===== config.mk =====
export PLATFORM = sky130hd
export DESIGN_NAME = arb_mux_n
export DESIGN_NICKNAME = d
export VERILOG_FILES = /design/src/rtl/arb_mux_n.sv
export SDC_FILE = /design/constraint.sdc
export NUM_CORES = 1
export LEC_CHECK = 0
export CORE_AREA = 4 4 121 123
export CTS_BUF_LIST = sky130_fd_sc_hd__clkbuf_8
export DETAILED_ROUTE_END_ITERATION = 8
export DIE_AREA = 0 0 125 127
export GPL_TIMING_DRIVEN = 0
export PLACE_DENSITY = 0.66
export SLEW_MARGIN = 20
export SYNTH_ARGS = -nofsm -noshare
export SYNTH_HDL_FRONTEND = slang
export SYNTH_SLANG_ARGS = --single-unit

===== constraint.sdc =====
create_clock -name clock -period 4.3 [get_ports clock]
set_input_delay 0.86 -clock clock [delete_from_list [all_inputs] [get_ports clock]]
set_output_delay 0.86 -clock clock [all_outputs]
set_load 0.01 [all_outputs]

===== src/rtl/arb_mux_n.sv =====
// N-way WIDTH-bit selector (round-robin, fixed priority or explicit select)
// feeding one registered valid/ready output stage.
module arb_mux_n #(
  parameter  int unsigned WIDTH    = 32,
  parameter  int unsigned CHANNELS = 8,
  parameter  int unsigned MODE     = 0,
  localparam int unsigned SEL_W    = (CHANNELS > 1) ? $clog2(CHANNELS) : 1
) (
  input  logic                      clock,
  input  logic                      reset_n,
  input  logic [CHANNELS-1:0]       in_valid,
  input  logic [CHANNELS*WIDTH-1:0] in_data,
  output logic [CHANNELS-1:0]       in_ready,
  input  logic [SEL_W-1:0]          select,
  output logic                      out_valid,
  output logic [WIDTH-1:0]          out_data,
  output logic [SEL_W-1:0]          out_sel,
  input  logic                      out_ready
);

  localparam int unsigned MODE_RR = 0;
  localparam int unsigned MODE_FP = 1;

  logic [SEL_W-1:0]    rr_ptr;
  logic [SEL_W-1:0]    rr_next;
  logic [SEL_W-1:0]    lo_idx;
  logic [SEL_W-1:0]    hi_idx;
  logic                lo_vld;
  logic                hi_vld;
  logic                sel_vld;
  logic [SEL_W-1:0]    grant_idx;
  logic                grant_vld;
  logic [CHANNELS-1:0] grant_oh;
  logic [WIDTH-1:0]    grant_data;
  logic                load;
  logic                xfer;

  assign load = ~out_valid | out_ready;
  assign xfer = grant_vld & load & reset_n;

  // Lowest valid channel overall, lowest valid at/after rr_ptr, and select match.
  always_comb begin
    lo_idx  = '0;
    lo_vld  = 1'b0;
    hi_idx  = '0;
    hi_vld  = 1'b0;
    sel_vld = 1'b0;
    for (int k = int'(CHANNELS) - 1; k >= 0; k--) begin
      if (in_valid[k]) begin
        lo_idx = SEL_W'(k);
        lo_vld = 1'b1;
        if (k >= int'(rr_ptr)) begin
          hi_idx = SEL_W'(k);
          hi_vld = 1'b1;
        end
      end
    end
    for (int unsigned k = 0; k < CHANNELS; k++) begin
      if (select == SEL_W'(k) && in_valid[k]) sel_vld = 1'b1;
    end
  end

  // Round-robin falls back to the lowest valid index when nothing sits at/after rr_ptr.
  always_comb begin
    grant_idx = '0;
    grant_vld = 1'b0;
    case (MODE)
      MODE_RR: begin
        grant_vld = lo_vld;
        grant_idx = hi_vld ? hi_idx : lo_idx;
      end
      MODE_FP: begin
        grant_vld = lo_vld;
        grant_idx = lo_idx;
      end
      default: begin
        grant_vld = sel_vld;
        grant_idx = select;
      end
    endcase
  end

  // AND-OR mux keeps unknown data on non-granted channels away from out_data.
  always_comb begin
    grant_oh   = '0;
    grant_data = '0;
    for (int unsigned k = 0; k < CHANNELS; k++) begin
      grant_oh[k] = grant_vld && (grant_idx == SEL_W'(k));
      grant_data  = grant_data | (in_data[k*WIDTH +: WIDTH] & {WIDTH{grant_oh[k]}});
    end
  end

  assign in_ready = grant_oh & {CHANNELS{load & reset_n}};
  assign rr_next  = (32'(grant_idx) == CHANNELS - 1) ? '0 : grant_idx + SEL_W'(1);

  always_ff @(posedge clock) begin
    if (!reset_n) begin
      out_valid <= 1'b0;
      out_data  <= '0;
      out_sel   <= '0;
      rr_ptr    <= '0;
    end else if (xfer) begin
      out_valid <= 1'b1;
      out_data  <= grant_data;
      out_sel   <= grant_idx;
      if (MODE == MODE_RR) rr_ptr <= rr_next;
    end else if (out_ready) begin
      out_valid <= 1'b0;
    end
  end

endmodule

======== Word-level counts from Yosys, hierarchy flattened ========
Index checks and enable logic that the tools add are counted.
cells by class
  bitwise operators ....................... 21
  muxes and demuxes ....................... 48
  reduce and logical (&&, ||, !) cells .... 10
  add/subtract/negate cells ............... 1
  shift operators ......................... 0
  multipliers ............................. 0
  div/mod/pow operators ................... 0
  eq/ne operators ......................... 7
  order comparisons ....................... 7
operators by type and width
  operator               count
  $and A32 B32 Y32       8
  $or A32 B32 Y32        7
  $mux W3                24
  $mux W1                24
  $eq A3 B3 Y1 const B   4
  $ge A3 B3 Y1 const A   3
  $and A8 B8 Y8          1
  $logic_and A1 B1 Y1    8
  $eq A3 B2 Y1 const B   2
  $ge A1 B3 Y1 const A   2
  $ge A2 B3 Y1 const A   2
  $add A3 B1 Y3 const B  1
  $and A1 B1 Y1          3
  $eq A3 B1 Y1 const B   1
  $logic_not A3 Y1       1
  $reduce_bool A2 Y1     1
  $not A1 Y1             1
  $or A1 B1 Y1           1
storage, ports and cells
  word-level logic and storage cells ...... 98
  bits in read-only memories .............. 0
  memory bits (writable) .................. 0
  bits in registers ....................... 39
  bits in latches ......................... 0
  memories kept ........................... 0
  input port bits ......................... 270
  output and inout port bits .............. 44

======== Depth between registers and ports, before layout ========
Gate-level depths: netlist of the first run.
  word-level depth ........................ 26
  depth in mapped cells ................... 12

======== Worst setup path before layout of the first run ========
OpenSTA, ideal clock, no wires.
  path kind ............................... input -> output
  start point ............................. input in_valid[4]
  end point ............................... output in_ready[7]
  data required time ...................... 3.440 ns
  buffers on the path ..................... 2
  arrival time ............................ 2.955 ns
  stages .................................. 9
  slack ................................... 0.485 ns
  path through ............................ a2bb2oi_1 -> a221o_1 -> or4b_4 -> nand2_1 -> ha_1 -> ha_1 -> buf_1 -> clkbuf_1 -> and2_1
between the ends
  longest elaborated chain between the ends .. 13
ends and longest elaborated chain
  what                                line  source
  from (decl)                         11    input logic [CHANNELS-1:0] in_valid,
  $mux W3 or $mux W1 (tied branches)  49    if (in_valid[k]) begin
  $mux W3 or $mux W1 (tied branches)  52    if (k >= int'(rr_ptr)) begin
  $mux W3 or $mux W1 (tied branches)  49
  $mux W3 or $mux W1 (tied branches)  52
  $mux W3 or $mux W1 (tied branches)  49
  $mux W3 or $mux W1 (tied branches)  52
  $mux W3 or $mux W1 (tied branches)  49
  $mux W3 or $mux W1 (tied branches)  52
  $mux W3 or $mux W1 (tied branches)  49
  $mux W3 (*)                         70    grant_idx = hi_vld ? hi_idx : lo_idx;
  net grant_idx[0]                    31    logic [SEL_W-1:0] grant_idx;
  $eq A3 B3 Y1 (*)                    88    grant_oh[k] = grant_vld && (grant_idx == SEL_W'(k));
  $logic_and A1 B1 Y1 (*)             88
  $and A8 B8 Y8 (*)                   93    assign in_ready = grant_oh & {CHANNELS{load & reset_n}};
  to (decl)                           13    output logic [CHANNELS-1:0] in_ready,
Mark *: on every way through the listed nets, which the timed path passes. The rest lies on a longest branch.

======== Worst setup path in the final report of the first run ========
  start point ............................. input in_valid[4]
  end point ............................... output in_ready[1]
between the ends
  longest elaborated chain between the ends .. 13
ends and longest elaborated chain
  what                                line
  $mux W3 or $mux W1 (tied branches)  49
  $mux W3 or $mux W1 (tied branches)  52
  $mux W3 or $mux W1 (tied branches)  49
  $mux W3 or $mux W1 (tied branches)  52
  $mux W3 or $mux W1 (tied branches)  49
  $mux W3 or $mux W1 (tied branches)  52
  $mux W3 or $mux W1 (tied branches)  49
  $mux W3 or $mux W1 (tied branches)  52
  $mux W3 or $mux W1 (tied branches)  49
  $mux W3 (*)                         70
  net grant_idx[0]                    31
  $eq A3 B1 Y1 (*)                    88
  $logic_and A1 B1 Y1 (*)             88
  $and A8 B8 Y8 (*)                   93
Marked as above.

==> results of run 1 <==
==> logic make-up after synthesis <==
logic type,Yosys count
buffers and inverters,57
AOI/OAI and AO/OA,221
DFF,39
adders and majority gates,6
and+or+nand+nor,74
==> routing by layer <==
metal / wire (µm) / vias up / GRT usage, % / part of all wire (%)
met4: 356 / 2 / 6.19 / 1.7
met2: 10400 / 294 / 44.9 / 51
met3: 1630 / 29 / 6.02 / 8.0
li1: - / 2316 / - / -
met1: 7980 / 2434 / 27.6 / 39
met5: 13 / - / 0 / 0.064
==> registers in the layout (all words and copies together) (netlist names) <==
signal     cells
out_valid      1
out_sel        3
rr_ptr         3
out_data      32
==> synthesized netlist by cell type (2+ instances only) <==
cell / n
a222oi_1: 64
a21oi_1: 41
clkbuf_1: 40
dfxtp_1: 39
nand2b_1: 37
a31oi_1: 34
o21bai_1: 33
a221oi_1: 32
nand2_1: 10
and2_1: 7
buf_2: 6
ha_1: 6
and3_1: 4
buf_1: 4
inv_1: 4
nand3_1: 4
nor2_1: 3
nor2b_1: 3
nand3b_1: 2
o21ai_1: 2
o31ai_1: 2
==> worst max-delay path, cell delays in order <==
cell           delay, ps
dlygate4sd2_1        310
a2bb2oi_1            180
a221o_1              370
or4b_4               570
nand2_4              100
ha_2                 200
clkbuf_8             180
clkbuf_8             180
and2_1               130
dlygate4sd2_1        260
==> report_power, final <==
group / internal, mW / leakage, nW / switching, mW / total, mW
Combinational: 1.28 / 2.08 / 1.39 / 2.67
Sequential: 0.484 / 0.327 / 0.0746 / 0.559
Clock: 0.110 / 0.0505 / 0.140 / 0.250
Total: 1.87 / 2.46 / 1.61 / 3.48
==> metrics by stage <==
| stage | setup WS, ps | power (mW) | util, % | hold slack, ps | instance area [µm²] |
|---|---|---|---|---|---|
| 5_1_grt | 0.922 | 3.71 | 49.8 | 488 | 6810 |
| 3_3_place_gp | -1200 | 3.03 | 48.3 | 446 | 6600 |
| 2_1_floorplan | 485 | 1.97 | - | 478 | 3270 |
| 3_5_place_dp | -1240 | 3.06 | 48.3 | 455 | 6600 |
| 6_report | 82.0 | 3.48 | 49.8 | 471 | 6810 |
| 4_1_cts | 50.4 | 3.46 | 49.7 | 467 | 6800 |
==> final cells by class <==
| cell class | count | share of cell area [%] |
|---|---|---|
| Buffer | 47 | 3.66 |
| Clock buffer | 5 | 1.01 |
| Clock inverter | 3 | 0.184 |
| Inverter | 5 | 0.276 |
| Multi-Input combinational cell | 301 | 34.5 |
| Sequential cell | 39 | 11.5 |
| Tap cell | 180 | 3.31 |
| Timing Repair Buffer | 314 | 45.6 |
==> what timing repair did <==
action | in CTS | in global routing
pin swaps | 2 | 2
buffers inserted | 2 | 2
setup endpoints to repair | 27 | 7
resized for setup | 52 | 7
==> worst paths after layout <==
path | from | cells past startpoint | slack, ps | endpoint
max reg2reg | rr_ptr[1] | 10 | 870 | out_data[10]
max | in_valid[4] | 10 | 80 | in_ready[1]
min reg2reg | out_sel[2] | 2 | 470 | out_sel[2]
min | out_sel[2] | 2 | 470 | out_sel[2]
==> cell usage in the layout, fill, tap and decap left out, drive strengths merged, types with 3 or more instances in the layout <==
cell	netlist	routed
and2	7	7
nor2	4	4
buf	12	15
a221oi	32	32
clkdlybuf4s50	0	294
dlygate4sd2	0	15
o21ai	3	3
and3	4	4
nand2b	37	37
nand3	4	4
a31oi	34	34
nand2	10	10
inv	5	7
a222oi	64	64
ha	6	6
nor2b	3	3
a21oi	41	41
clkbuf	40	42
o21bai	33	33
dfxtp	39	39
==> summary by stage, run 1 <==
Drt
The first detailed-routing pass ran for 7 iterations. The DRC marker count from the first detailed-route iteration is 500. For this run, design rule violations remaining after detail routing come to 0.

Summed over all layers, the routed wires come to 20.4 mm. The post-route antenna net violation count is 0. The routed wirelength normalized by instance count is 22.8 µm. The ratio of routed vias to standard cells is 5.68. Detailed routing inserted a total of 5075 vias.

Cells and area
Fill cells in the final layout number 1345. The number of diodes is 0. The area of the multi-input gates is 2350 µm². After the last flow step, the layout net total stands at 989. The area added between synthesis and finish is 109%. The number of standard cells in the final layout excluding fillers is 894. Cells with a size suffix above 1 make up 6.02% of the layout.

The sequential cell area is 781 µm².

CTS
TritonCTS built the clock tree. In this run the deepest clock path goes through 2 buffers. Clock-pin slew was measured on the worst setup and hold paths at 80 ps. The hold buffer count at CTS is 0. The number of H-tree levels is 2.

The number of sinks handled by clock tree synthesis is 39. The clock buffer count from CTS is 5. The clock root buffer is clkbuf_8. The clock latency of the later-clocked register in the worst-skew pair is 290 ps.

Die
From left edge to right edge, the die measures 125 µm. The initial core utilization is 23.9%. Row generation in the floorplan step produced 43 rows. The floorplan step defined a die boundary enclosing 15900 µm². The core region is 13700 µm². In this run the vertical extent of the chip is 127 µm.

Pin placement for this block handled 314 I/O pins.

STA
Setup repair after global routing left no endpoint under its margin. The count of final max-slew check failures is 0. Measured against its own limit, the worst slew margin works out to 51.7%. The final count of hold timing violations is 0. Static timing analysis puts the maximum clock frequency at 237 MHz. The clock period could shrink to 4220 ps. The clock skew is 6.28 ps.

The final setup violation count is 0. The share of the cycle needed by the critical path after routing is 98.1%. At the pin with the least slew margin, the transition time is 724 ps. The final setup TNS is 0 ps.

Yosys
Summing the areas of all compound-gate instances in the mapped netlist gives 52.7% of the synthesized area. Summing every instance area after synthesis gives 3270 µm². In this run the biggest area consumer among cell types represents 23.9% of the synthesized area. The number of different library cells used by synthesis comes to 41.

Sequential cells were found to cover 23.9% of the synthesized design area. The primary flip-flop cell chosen by synthesis mapping is dfxtp_1. Summing the areas of all xor and xnor instances in the mapped netlist gives 0% of the synthesized area. The synthesized instance count is 397. The synthesized design contains 0 enable-type register cells. The total nets after synthesis is 673.

The largest area contributor in the synthesized netlist is dfxtp_1. The count of yosys warnings during synthesis is 0. The average instance area after synthesis is 8.23 µm². By area, the combinational part of the netlist is dominated by compound AO/OA/AOI/OAI gates.

Counting flops with an async set or reset pin after synthesis yields a share of 0%. Of the total synthesized cell area, the portion taken by AND, OR, NAND and NOR gates is 14.0%. The portion of netlist area occupied by mux cells is 0%. Ranked by total cell area, the synthesized netlist is headed by dfxtp_1 (24%), a222oi_1 (20%), a221oi_1 (8.6%), o21bai_1 (7.6%), nand2b_1 (7.1%). The number of synthesized register bits is 39.

The adder-cell share of the synthesized area is 2.30%.

Worst setup path
The worst setup path is of the input port to primary output kind. The data arrival time at the worst-slack endpoint is 3360 ps. STA puts the critical path data required time at 3440 ps.

STA classifies the critical path startpoint as an input port. The type of element capturing the critical path is a primary output. Along the worst path, the maximum fanout reaches 10.

Global routing
The number of global-route vias before repair was 5527. The total global routing track utilization is 24.1%. The number of antenna violations at the first check in global routing is 1. The total congestion overflow is 0. The maximum number of pins on one net before global-route repair is 13. The wire length of the first global-routing pass is 30.5 mm.

Placement
The count of buffers added on input and output ports is 310. After detailed placement, the design holds a cell count of 887. The congestion estimate from routability-driven global placement came to 0.918. The sum of net half-perimeters after detailed placement is 16.4 mm.

Min path
The type of the most critical hold path is flip-flop to flip-flop.

Outcome
The flow ran to the end, and the final reports show no timing, DRC or antenna violations.

Power
Across the VDD grid, the largest voltage drop is 0.289 mV. The total leakage power is 2.46 nW. The power density over cell area is 511 nW/µm².

Job
Max-cap violations in this run came to 0.
(Power assumes the default switching activity.)
==> run 2, diff against run 1 <==
--- a/config.mk
+++ b/config.mk
@@ -5,12 +5,14 @@
 export SDC_FILE = /design/constraint.sdc
 export NUM_CORES = 1
 export LEC_CHECK = 0
-export CORE_AREA = 4 4 121 123
+export CORE_AREA = 4 4 120 122
 export CTS_BUF_LIST = sky130_fd_sc_hd__clkbuf_8
 export DETAILED_ROUTE_END_ITERATION = 8
-export DIE_AREA = 0 0 125 127
+export DIE_AREA = 0 0 124 126
+export DONT_BUFFER_PORTS = 1
 export GPL_TIMING_DRIVEN = 0
-export PLACE_DENSITY = 0.66
+export PLACE_DENSITY = 0.37
+export SKIP_LAST_GASP = 1
 export SLEW_MARGIN = 20
 export SYNTH_ARGS = -nofsm -noshare
 export SYNTH_HDL_FRONTEND = slang
==> summary by stage, run 2 (synthesis gave the netlist of run 1 again) <==
Global routing
The total global routing track utilization is 21.6% (-2.5 points). The number of antenna violations at the first check in global routing is 0 (-1). The wire length of the first global-routing pass is 25.3 mm (-17%). The number of global-route vias before repair is 3974 (-28%). The total congestion overflow is 0 (unchanged). The maximum number of pins on one net before global-route repair was 13 (unchanged).

Power
The switching power summed over all nets is 1.49 mW (-7.4%). The total leakage power was 1.17 nW (-53%). The internal power contribution is 1.37 mW (-27%). The switching portion of total power is 52.1% (+6.0 points).

The clock power share is 9.0% (+1.8 points). The combinational group share of total power was 68.5% (-8.3 points). The power density over cell area is 801 nW/µm² (+57%).

The portion of total power attributed to sequential cells was 22.5% (+6.4 points). The final total power was 2.85 mW (-18%). The maximum VDD drop was 0.243 mV (-16%).

CTS
The number of H-tree levels is 2 (unchanged). The number of sinks handled by clock tree synthesis was 39 (unchanged). The maximum buffer depth of the clock tree is 2 (unchanged). The clock-pin transition on the worst setup and hold timing paths is 80 ps (about the same).

TritonCTS built the clock tree. The clock root buffer is clkbuf_8. The hold buffer count at CTS is 0 (unchanged). The clock buffer count from CTS is 5 (unchanged).

The clock latency of the later-clocked register in the worst-skew pair is 310 ps (+20 ps).

Cells and area
Ranked by flip-flop count, first place goes to out_data. In the layout the commonest cells are a222oi_1 (64), a21oi_1 (41), dfxtp_1 (39), nand2b_1 (37), a31oi_1 (34). The library cell used most frequently in the layout, excluding fill and tap cells, is a222oi_1.

The area added between synthesis and finish is 8.96%. The number of diodes is 0 (unchanged). The number of flip-flops under the largest register name is 32 (unchanged). The number of standard cells in the final layout excluding fillers was 576 (-36%).

The net count of the finished layout is 675 (-32%). The largest registers in the layout are out_data: 32 flops, out_sel: 3 flops, rr_ptr: 3 flops. The fraction of final layout cells sized beyond drive strength 1 is 6.75% (+0.73 points).

Drt
The DRC violations left is 0 (unchanged). The routed wirelength normalized by instance count is 31.5 µm (+38%). The post-route antenna net violation count came to 0 (unchanged). The first-pass iteration count of the detailed router is 9 (+2). The ratio of routed vias to standard cells is 6.60 (+16%). The routed wire length is 18.1 mm (-11%). The count of vias placed by the detailed router came to 3803 (-25%).

The DRC marker count from the first detailed-route iteration was 465 (-7.0%).

Placement
The global placer's final weighted congestion is 0.802 (-13%). The count of port buffers added during placement is 0 (-100%). The sum of net half-perimeters after detailed placement is 14.1 mm (-14%). The number of placed instances, taps included was 573 (-35%).

STA
The measured slew at the worst slew-check pin is 789 ps (+64.7 ps). Setup repair after global routing left no endpoint under its margin. The final count of hold timing violations is 0 (unchanged). The final critical delay including setup and external delays is 4110 ps (-104 ps). The clock skew is 2.97 ps (-3.32 ps). The peak clock frequency supported by timing is 243 MHz (+2.5%). The share of the cycle needed by the critical path after routing is 95.7% (-2.4 points). The final setup violation count is 0 (unchanged). The count of final max-slew check failures came to 0 (unchanged). The normalized max-slew margin came to 47.4% (-4.3 points).

Worst setup path
The critical path is of the input port to primary output type. STA classifies the critical path startpoint as an input port. The largest fanout on the critical path is 10 (unchanged). The buffers plus inverters on the worst setup path came to 2 (-2). The data arrival time at the worst-slack endpoint came to 3250 ps (-110 ps). The type of element capturing the critical path is a primary output.

The family of cells with the greatest summed delay on the critical path is simple AND/OR/NAND/NOR gates. The worst endpoint required time is 3440 ps (about the same). The largest stage delay on the critical path came to 540 ps (-30 ps). The signal on the critical path passes through nor2b_1 > o21ai_1 > nand2_2 > or4b_4 > and2_1 > ha_1 > clkbuf_1 > clkbuf_2 > and3_1. The slowest cell on the critical path is or4b_4.

Die
The core outline area was 13200 µm² (-3.5%). The number of placement rows is 42 (-2.3%). The number of placed I/O pins is 314 (unchanged). The initial core utilization was 24.8% (+0.86 points). The floorplan die width is 124 µm (-0.80%). The die outline area came to 15600 µm² (-1.6%). The die outline height is 126 µm (-0.79%).

Job
The number of max-cap violations is 0 (unchanged).

Min path
The min-delay analysis places its worst path in the category flip-flop to flip-flop.

Outcome
The run finished with clean final reports.
## run 2: changes by cell type in the layout (fill, tap and decap cells not counted), moves of 2 or more
cell and change:
clkbuf_8 -4, clkbuf_2 +3, ha_4 -5, ha_1 +5
clkdlybuf4s50_1 -294, buf_4 -5, nand2_4 -2, dlygate4sd2_1 -15
## run 2: repair_timing
action,in CTS,in global routing
endpoints found under the setup margin,7,7
buffers inserted,0,0
gates resized for setup,5,1
## run 2: power groups by stage
stage	clock network [mW]	registers, mW	logic, mW
2_1_floorplan	0	0.605	1.36
3_3_place_gp	0	0.655	1.92
3_5_place_dp	0	0.654	1.96
4_1_cts	0.266	0.645	1.97
5_1_grt	0.279	0.657	2.14
6_report	0.257	0.642	1.95
## run 2: worst register-to-register path: cells and delay by family (launching register included)
kind                       cells  cell delay [ps]
adders and majority gates      1              240
AOI/OAI and AO/OA              4             1430
buffers and inverters          2              670
DFF                            1              460
and+or+nand+nor                3              910
## run 2: area by class of cell
cell class | instances | area (µm²)
inverter | 5 | 18.8
clock buffer | 5 | 68.8
tap | 176 | 220
fill | 1464 | 9630
buffer | 47 | 200
clock inverter | 3 | 12.5
sequential | 39 | 781
multi-input combinational | 301 | 2260
## run 2: path summary, 6_finish.rpt
kind	start	endpoint	slack, ps	depth (start not counted)
worst min-delay path	out_sel[2]	out_sel[2]	520	2
worst min register to register	out_sel[2]	out_sel[2]	520	2
worst max-delay path	in_valid[0]	in_ready[6]	190	9
worst max register to register	rr_ptr[1]	out_data[0]	480	10
## run 2: metal layers
layer / wire length [µm] / GRT usage [%] / up-vias
met2: 9190 / 38.0 / 243
li1: - / - / 1685
met5: 0 / 0 / -
met4: 257 / 4.77 / 0
met1: 7510 / 27.7 / 1860
met3: 1170 / 3.32 / 15
## run 2: through the flow
stage | setup TNS, ps | util [%] | worst slack, ps | area [µm²] | hold slack, ps
3_3_place_gp | -758 | 26.4 | -185 | 3490 | 503
3_5_place_dp | -1000 | 26.4 | -249 | 3490 | 507
4_1_cts | 0 | 27.0 | 82.4 | 3560 | 519
5_1_grt | 0 | 27.0 | 16.0 | 3560 | 543
6_report | 0 | 27.0 | 186 | 3560 | 516
2_1_floorplan | 0 | - | 485 | 3270 | 478
